[src/rtl/omi_lane_aligner.sv]
// OMI lane block aligner: hunts for sync-header lock, requests gearbox
// slips on bad headers, monitors header quality while locked, and
// re-registers the lane data with one cycle of latency.
module omi_lane_aligner #(
    parameter int PHY_BITS  = 8,
    parameter int LOCK_CNT  = 64,
    parameter int WIN_CNT   = 64,
    parameter int BAD_MAX   = 16,
    parameter int SLIP_WAIT = 32
) (
    input  logic                clk,
    input  logic                rst,
    input  logic                rx_valid,
    input  logic [1:0]          rx_header,
    input  logic [PHY_BITS-1:0] rx_data,
    output logic                rx_slip,
    output logic                locked,
    output logic                out_valid,
    output logic [1:0]          out_header,
    output logic [PHY_BITS-1:0] out_data,
    output logic                lock_lost,
    output logic [7:0]          slip_cnt
);

    localparam int GW  = $clog2(LOCK_CNT + 1);
    localparam int WNW = $clog2(WIN_CNT + 1);
    localparam int BW  = $clog2(BAD_MAX + 1);
    localparam int WW  = $clog2(SLIP_WAIT + 1);

    localparam logic [GW-1:0]  GOOD_LAST = GW'(LOCK_CNT - 1);
    localparam logic [WNW-1:0] WIN_LAST  = WNW'(WIN_CNT - 1);
    localparam logic [BW-1:0]  BAD_LAST  = BW'(BAD_MAX - 1);
    localparam logic [WW-1:0]  WAIT_LOAD = WW'(SLIP_WAIT - 1);

    typedef enum logic [1:0] {
        ST_HUNT      = 2'd0,
        ST_SLIP_WAIT = 2'd1,
        ST_LOCKED    = 2'd2
    } state_t;

    state_t          state, state_n;
    logic [GW-1:0]   good_cnt, good_cnt_n;
    logic [WNW-1:0]  win_cnt, win_cnt_n;
    logic [BW-1:0]   bad_cnt, bad_cnt_n;
    logic [WW-1:0]   wait_cnt, wait_cnt_n;
    logic [7:0]      slip_cnt_n;
    logic            slip_n;
    logic            lost_n;
    logic            hdr_good;

    logic                vld_p1;
    logic [1:0]          hdr_p1;
    logic [PHY_BITS-1:0] data_p1;

    // Saturating increment for the slip counter: holds at 255.
    function automatic logic [7:0] sat_inc8(input logic [7:0] v);
        return (v == 8'hFF) ? 8'hFF : v + 8'd1;
    endfunction

    // A sync header is valid only when its two bits differ (01 or 10).
    assign hdr_good = rx_header[1] ^ rx_header[0];

    // Next-state and next-counter logic for the alignment FSM.
    always_comb begin
        state_n    = state;
        good_cnt_n = good_cnt;
        win_cnt_n  = win_cnt;
        bad_cnt_n  = bad_cnt;
        wait_cnt_n = wait_cnt;
        slip_cnt_n = slip_cnt;
        slip_n     = 1'b0;
        lost_n     = 1'b0;
        unique case (state)
            ST_HUNT: begin
                if (rx_valid) begin
                    if (hdr_good) begin
                        if (good_cnt == GOOD_LAST) begin
                            state_n    = ST_LOCKED;
                            good_cnt_n = '0;
                            win_cnt_n  = '0;
                            bad_cnt_n  = '0;
                        end else begin
                            good_cnt_n = good_cnt + 1'b1;
                        end
                    end else begin
                        state_n    = ST_SLIP_WAIT;
                        good_cnt_n = '0;
                        wait_cnt_n = WAIT_LOAD;
                        slip_n     = 1'b1;
                        slip_cnt_n = sat_inc8(slip_cnt);
                    end
                end
            end
            ST_SLIP_WAIT: begin
                // Countdown runs regardless of rx_valid; headers are ignored.
                if (wait_cnt == '0) begin
                    state_n    = ST_HUNT;
                    good_cnt_n = '0;
                end else begin
                    wait_cnt_n = wait_cnt - 1'b1;
                end
            end
            ST_LOCKED: begin
                if (rx_valid) begin
                    // Too many bad headers wins over a simultaneous window wrap.
                    if (!hdr_good && (bad_cnt == BAD_LAST)) begin
                        state_n    = ST_SLIP_WAIT;
                        good_cnt_n = '0;
                        win_cnt_n  = '0;
                        bad_cnt_n  = '0;
                        wait_cnt_n = WAIT_LOAD;
                        slip_n     = 1'b1;
                        lost_n     = 1'b1;
                        slip_cnt_n = sat_inc8(slip_cnt);
                    end else if (win_cnt == WIN_LAST) begin
                        win_cnt_n = '0;
                        bad_cnt_n = '0;
                    end else begin
                        win_cnt_n = win_cnt + 1'b1;
                        if (!hdr_good) begin
                            bad_cnt_n = bad_cnt + 1'b1;
                        end
                    end
                end
            end
            default: begin
                state_n = ST_HUNT;
            end
        endcase
    end

    // State, counters, status pulses and the one-cycle datapath register.
    always_ff @(posedge clk) begin
        if (rst) begin
            state      <= ST_HUNT;
            good_cnt   <= '0;
            win_cnt    <= '0;
            bad_cnt    <= '0;
            wait_cnt   <= '0;
            slip_cnt   <= '0;
            rx_slip    <= 1'b0;
            lock_lost  <= 1'b0;
            locked     <= 1'b0;
            vld_p1     <= 1'b0;
            hdr_p1     <= 2'b00;
            data_p1    <= '0;
        end else begin
            state      <= state_n;
            good_cnt   <= good_cnt_n;
            win_cnt    <= win_cnt_n;
            bad_cnt    <= bad_cnt_n;
            wait_cnt   <= wait_cnt_n;
            slip_cnt   <= slip_cnt_n;
            rx_slip    <= slip_n;
            lock_lost  <= lost_n;
            locked     <= (state_n == ST_LOCKED);
            // Stage p1: lane data registered, valid gated by current lock.
            vld_p1     <= rx_valid & locked;
            hdr_p1     <= rx_header;
            data_p1    <= rx_data;
        end
    end

    assign out_valid  = vld_p1;
    assign out_header = hdr_p1;
    assign out_data   = data_p1;

endmodule

[config.mk]
export PLATFORM = sky130hd
export DESIGN_NAME = omi_lane_aligner
export DESIGN_NICKNAME = d
export VERILOG_FILES = /design/src/rtl/omi_lane_aligner.sv
export SDC_FILE = /design/constraint.sdc
export NUM_CORES = 1
export LEC_CHECK = 0
export CAP_MARGIN = 5
export CORE_ASPECT_RATIO = 1.25
export CORE_UTILIZATION = 45
export CTS_CLUSTER_SIZE = 10
export DETAILED_ROUTE_END_ITERATION = 6
export GPL_ROUTABILITY_DRIVEN = 1
export GPL_TIMING_DRIVEN = 0
export PLACE_DENSITY = 0.75
export SLEW_MARGIN = 20
export SYNTH_ARGS = -nofsm -noshare
export SYNTH_HDL_FRONTEND = slang
export SYNTH_SLANG_ARGS = --single-unit
export TNS_END_PERCENT = 100
[constraint.sdc]
create_clock -name clk -period 2.6 [get_ports clk]
set_clock_uncertainty 0.05 [all_clocks]
set_input_delay 0.52 -clock clk [delete_from_list [all_inputs] [get_ports clk]]
set_output_delay 0.52 -clock clk [all_outputs]
set_load 0.05 [all_outputs]
Yosys cells after proc, flatten, opt, wreduce, memory -nomap -nowiden
Cells that the tools add are included.
{"block": "classes", "n_addsub": 5, "eq_ne": 16, "n_mux": 46, "n_bitwise": 3, "reduce_logical": 12}
{"operator": "$mux 7", "n": 12}
{"operator": "$mux 8", "n": 5}
{"operator": "$mux 5", "n": 7}
{"operator": "$mux 6", "n": 5}
{"operator": "$pmux 7 s3", "n": 1}
{"operator": "$pmux 6 s3", "n": 1}
{"operator": "$ne 2x2->1 const B", "n": 8}
{"operator": "$pmux 8 s2", "n": 1}
{"operator": "$reduce_and 5->1", "n": 3}
{"operator": "$add 7x1->7 const B", "n": 2}
{"operator": "$eq 7x6->1 const B", "n": 2}
{"operator": "$pmux 7 s2", "n": 1}
{"operator": "$mux 2", "n": 6}
{"operator": "$reduce_and 6->1", "n": 2}
{"operator": "$pmux 5 s2", "n": 1}
{"operator": "$add 8x1->8 const B", "n": 1}
{"operator": "$eq 8x8->1 const B", "n": 1}
{"operator": "$logic_not 6->1", "n": 1}
{"operator": "$pmux 2 s3", "n": 1}
{"operator": "$sub 6x1->6 const B", "n": 1}
{"operator": "$add 5x1->5 const B", "n": 1}
{"operator": "$eq 5x4->1 const B", "n": 1}
{"operator": "$eq 2x2->1 const B", "n": 2}
{"operator": "$mux 1", "n": 4}
{"operator": "other kinds (12)", "n": 12}
{"block": "word_totals", "regBits": 49, "input_bits": 13}

Logic depth before layout (Yosys ltp)
{"block": "depth", "depth_word": 7, "depth_mapped": 9, "mapped_depth_nobuf": 8}

Worst setup path before layout
No wires, ideal clock.
{"block": "synth_path", "path_kind": "register to register", "startpoint": "register bad_cnt[0]", "endpoint": "register good_cnt[2]", "setup_time_ns": 0.070, "t_arrival_ns": 2.047, "t_required_ns": 2.480, "slack_ns": 0.433, "path_stages_with_launch": 10, "cell_sequence": "dfxtp_1 > ha_1 > and3_1 > ha_1 > inv_1 > o21ai_4 > o2111ai_2 > buf_6 > or4_1 > a21oi_1"}
{"block": "synth_between", "elab_chain_len": 4}
{"item": "start: declaration", "line_no": "44", "text": "logic [BW-1:0] bad_cnt, bad_cnt_n;"}
{"item": "start signal: assignment", "line_no": "151", "text": "bad_cnt <= bad_cnt_n;"}
{"item": "$eq 5x4->1", "line_no": "106", "text": "if (!hdr_good && (bad_cnt == BAD_LAST)) begin"}
{"item": "$logic_and 1x1->1", "line_no": "106"}
{"item": "$ne 2x2->1 (no line)"}
{"item": "$reduce_and 5->1 (no line)"}
{"item": "end signal: assignment", "line_no": "149", "text": "good_cnt <= good_cnt_n;"}
{"item": "end: declaration", "line_no": "42", "text": "logic [GW-1:0] good_cnt, good_cnt_n;"}
No other way between the ends.
A chain may end at the register's enable or synchronous reset.

Final worst setup path
{"block": "layout_path", "startpoint": "input rx_header[0]", "endpoint": "register win_cnt[3]"}
{"block": "layout_between", "elab_chain_len": 6, "elab_cells_between_ends": 8}
{"item": "start: declaration", "line_no": "14", "text": "input logic [1:0] rx_header,"}
{"item": "$xor 1x1->1 *", "line_no": "61", "text": "assign hdr_good = rx_header[1] ^ rx_header[0];"}
{"item": "$logic_not 1->1"}
{"item": "$logic_and 1x1->1", "line_no": "106"}
{"item": "$mux 7", "line_no": "106"}
{"item": "$mux 7", "line_no": "104", "text": "if (rx_valid) begin"}
{"item": "$pmux 7 s2", "line_no": "73", "text": "unique case (state)"}
{"item": "end signal: assignment", "line_no": "150", "text": "win_cnt <= win_cnt_n;"}
{"item": "end: declaration", "line_no": "43", "text": "logic [WNW-1:0] win_cnt, win_cnt_n;"}
Every way passes the cells marked *; elsewhere a longest branch is shown, timed or not. The select of a mux whose other input is x is not followed.

==> impl_metrics.toml <==
[detailed_routing]
wl_met3_um = 180
drtAntennaViolNets = 0
routed_wl_um = 5080
dr_total_vias = 2166
wl_per_cell_um = 13.0
met1_length_um = 2270
drc = 0
first_iter_violations = 143
highest_layer = "met4"
via_per_inst = 5.55
dr.pass1.iters = 4
route.met2.wl_um = 2530

[power]
switching_share_pct = 28.6
p_seq_share_pct = 51.5
switchingPower_w = 0.000443
p_int_w = 0.00111
p_per_area_nw_per_um2 = 523
leakage_nw = 1.10
combPwrFrac_pct = 18.2
p_clk_share_pct = 30.3
ir_worst_vdd_mv = 0.347

[critical_path]
arrival_ps = 2610
end_kind = "flip-flop"
cp_slowest_cell = "clkdlybuf4s50_1"
cp.required_ps = 2790
crit_fanout = 6
path_cells = "clkdlybuf4s50_1 > xor2_2 > o21ai_4 > buf_4 > or2_1 > or4_1 > a31oi_1"
cp-start-kind = "input pin"
crit_type = "in2reg"
crit_path_max_incr_delay_ps = 570
reg2reg_depth = 9

[die]
die_w_um = 67.9
io_pins = 35
die-area_um2 = 5730
die_y_um = 84.4
core-area_um2 = 5150
placementRows = 29
start_util_pct = 47.4

[logic_synthesis]
synth_edf_count = 0
syn_nets = 309
syn_inst = 285
synth_xor_area_share_pct = 1.02
synth_ff_type = "dfxtp_1"
ys_warn_count = 0
synth_compound_area_share_pct = 16.0
yosys_register_bits = 49
netlist_area_um2 = 2440
avgSynthCellArea_um2 = 8.57
muxShareOfSynthArea_pct = 3.38
yosys.area_share.simple_pct = 28.6
synth_top_family_by_area = "simple AND/OR/NAND/NOR gates"
yosysSeqAreaShare_pct = 40.2
synth_fa_ha_area_share_pct = 5.64
async_flop_share_pct = 0
ys_types = 54

[clock_network]
numCtsBuffers = 5
ctsHoldBuffers = 0
cts_resized = 0
cts_buffer_depth = 2
cts_tree = "built"
htreeDepth = 2
clk_latency_ps = 310
root_buffer = "clkbuf_8"
cts.sinks = 49
cts.clk_slew.worst_paths_ps = 90

[sta]
worst_slack_ps = 175
finalHoldViolCount = 0
period_needed_ps = 2430
drv_slew = 0
fin_hold_ws_ps = 421
max_freq_ghz = 0.412
rsz0062_at_grt = "true"
max_slew_margin_pct = 59.6
fin_crit_sh_pct = 93.3
setup_viol = 0
fin_tns_setup_ps = 0
timing_worst_slew_pin_value_ps = 605

[hold_path]
hold-path-cell-count = 1
min_path_type = "reg2reg"

[global_route]
grt_pass1_wl_um = 9110
grt_pass1_vias = 2133
antenna_found_initial = 0
grt_start_max_net_pins = 16
grt_use_total_pct = 20.5
overflow = 0

[finish]
area_growth_pct = 21.4
drive_gt1_share_pct = 6.40
diodes = 0
multi_input_comb_area_um2 = 1340
fillers = 485
fin_util_pct = 57.5
fin_cells = 390
regArea_um2 = 981
layout.nets = 351

[place]
dp_cells = 381
pre_cts_ws_ps = -123
place_hpwl_um = 3770
globalplace.congestion = 0.826
port_buffers = 34

[outcome]
status = "finished, final reports clean"

[run]
maxCapViolations = 0
[Yosys cell counts, types with 2 or more instances]
cell type / count / share of area, %
dfxtp_1: 49 / 40
nor2_1: 26 / 4.0
nand2_1: 21 / 3.2
a21oi_1: 16 / 3.3
inv_1: 16 / 2.5
nor2b_1: 16 / 4.1
o21ai_0: 14 / 2.9
nand3_1: 13 / 2.7
ha_1: 11 / 5.6
nor3_1: 10 / 2.0
or4_1: 7 / 2.2
clkbuf_1: 6 / 0.92
mux2i_1: 6 / 2.5
nand2b_1: 6 / 1.5
and3_1: 5 / 1.3
nand4_1: 5 / 1.3
a211oi_1: 4 / 1.2
a32o_1: 4 / 1.6
nor3b_1: 4 / 1.2
or3_1: 4 / 1.0
a31oi_1: 3 / 0.77
buf_6: 2 / 0.92
mux2_2: 2 / 0.92
nor4_1: 2 / 0.51
o211a_1: 2 / 0.82
o22ai_1: 2 / 0.51
or2_1: 2 / 0.51
[layout make-up]
cell class | count | share of cell area, %
Clock inverter | 2 | 0.464
Buffer | 11 | 2.20
Multi-Input combinational cell | 209 | 45.1
Timing Repair Buffer | 35 | 11.7
Clock buffer | 6 | 2.79
Inverter | 16 | 2.03
Sequential cell | 49 | 33.1
Tap cell | 62 | 2.62
[layout by cell type, fill, tap and decap left out, drive strengths merged, types with 3 or more instances in the layout]
cell type      count
nor3              10
dfxtp             49
buf                4
nor2              26
mux2i              6
nand3             13
inv               16
a211oi             4
or3                4
a31oi              3
nand2             21
and3               5
nor3b              4
or4                8
clkdlybuf4s50     34
o21ai             17
clkbuf            13
ha                11
nor2b             16
nand2b             6
a32o               4
a21oi             16
nand4              5
[cells by family after synthesis]
logic type / after synthesis
AO/OA/AOI/OAI: 58
XOR/XNOR: 2
adder cells (fa/ha/maj): 11
buffers and inverters: 27
flip-flops: 49
multiplexers: 8
AND/OR/NAND/NOR: 130
[per-stage QoR]
step / instance area [um^2] / total power (W)
finish: 2960 / 0.00155
global route: 2960 / 0.00163
CTS: 2960 / 0.00157
detailed placement: 2860 / 0.00110
global placement: 2860 / 0.00109
floorplan: 2440 / 0.00101
[what timing repair did]
| item | in CTS | in global routing |
|---|---|---|
| hold endpoints to repair | 0 | 0 |
| buffers inserted | 0 | 1 |
| endpoints found under the setup margin | 0 | 3 |
[path summary, 6_finish.rpt]
check	startpoint	end	slack, ps
hold / removal	win_cnt[6]	win_cnt[6]	420
hold reg to reg	win_cnt[6]	win_cnt[6]	420
setup reg to reg	bad_cnt[0]	win_cnt[3]	240
setup / recovery	rx_header[0]	win_cnt[3]	170
[power groups by stage]
stage | Clock [W] | Combinational (W) | Sequential [W]
after floorplan | 0 | 0.000157 | 0.000855
after global placement | 0 | 0.000276 | 0.000815
after detailed placement | 0 | 0.000282 | 0.000815
after CTS | 0.000489 | 0.000283 | 0.000798
after global routing | 0.000518 | 0.000313 | 0.000803
final | 0.000470 | 0.000282 | 0.000798
[registers in the layout, indices dropped and copies added, names as in the netlist, 2 cells and up]
register / count
good_cnt: 7
out_header: 2
out_data: 8
bad_cnt: 5
slip_cnt: 8
wait_cnt: 6
state: 2
win_cnt: 7
[critical path: cells and delay by family]
kind            cells  cell delay, ps
xor+xnor            1             300
simple gates        2             760
compound gates      2             300
buf+inv             2             740
[metal layers]
metal  GRT usage [%]  vias to the layer above
met5               0                        -
met4            9.47                        0
met2            33.6                       49
met1            25.1                     1012
li1                -                     1097
met3            3.94                        8
Note: power is estimated with default switching activity, not from simulation.
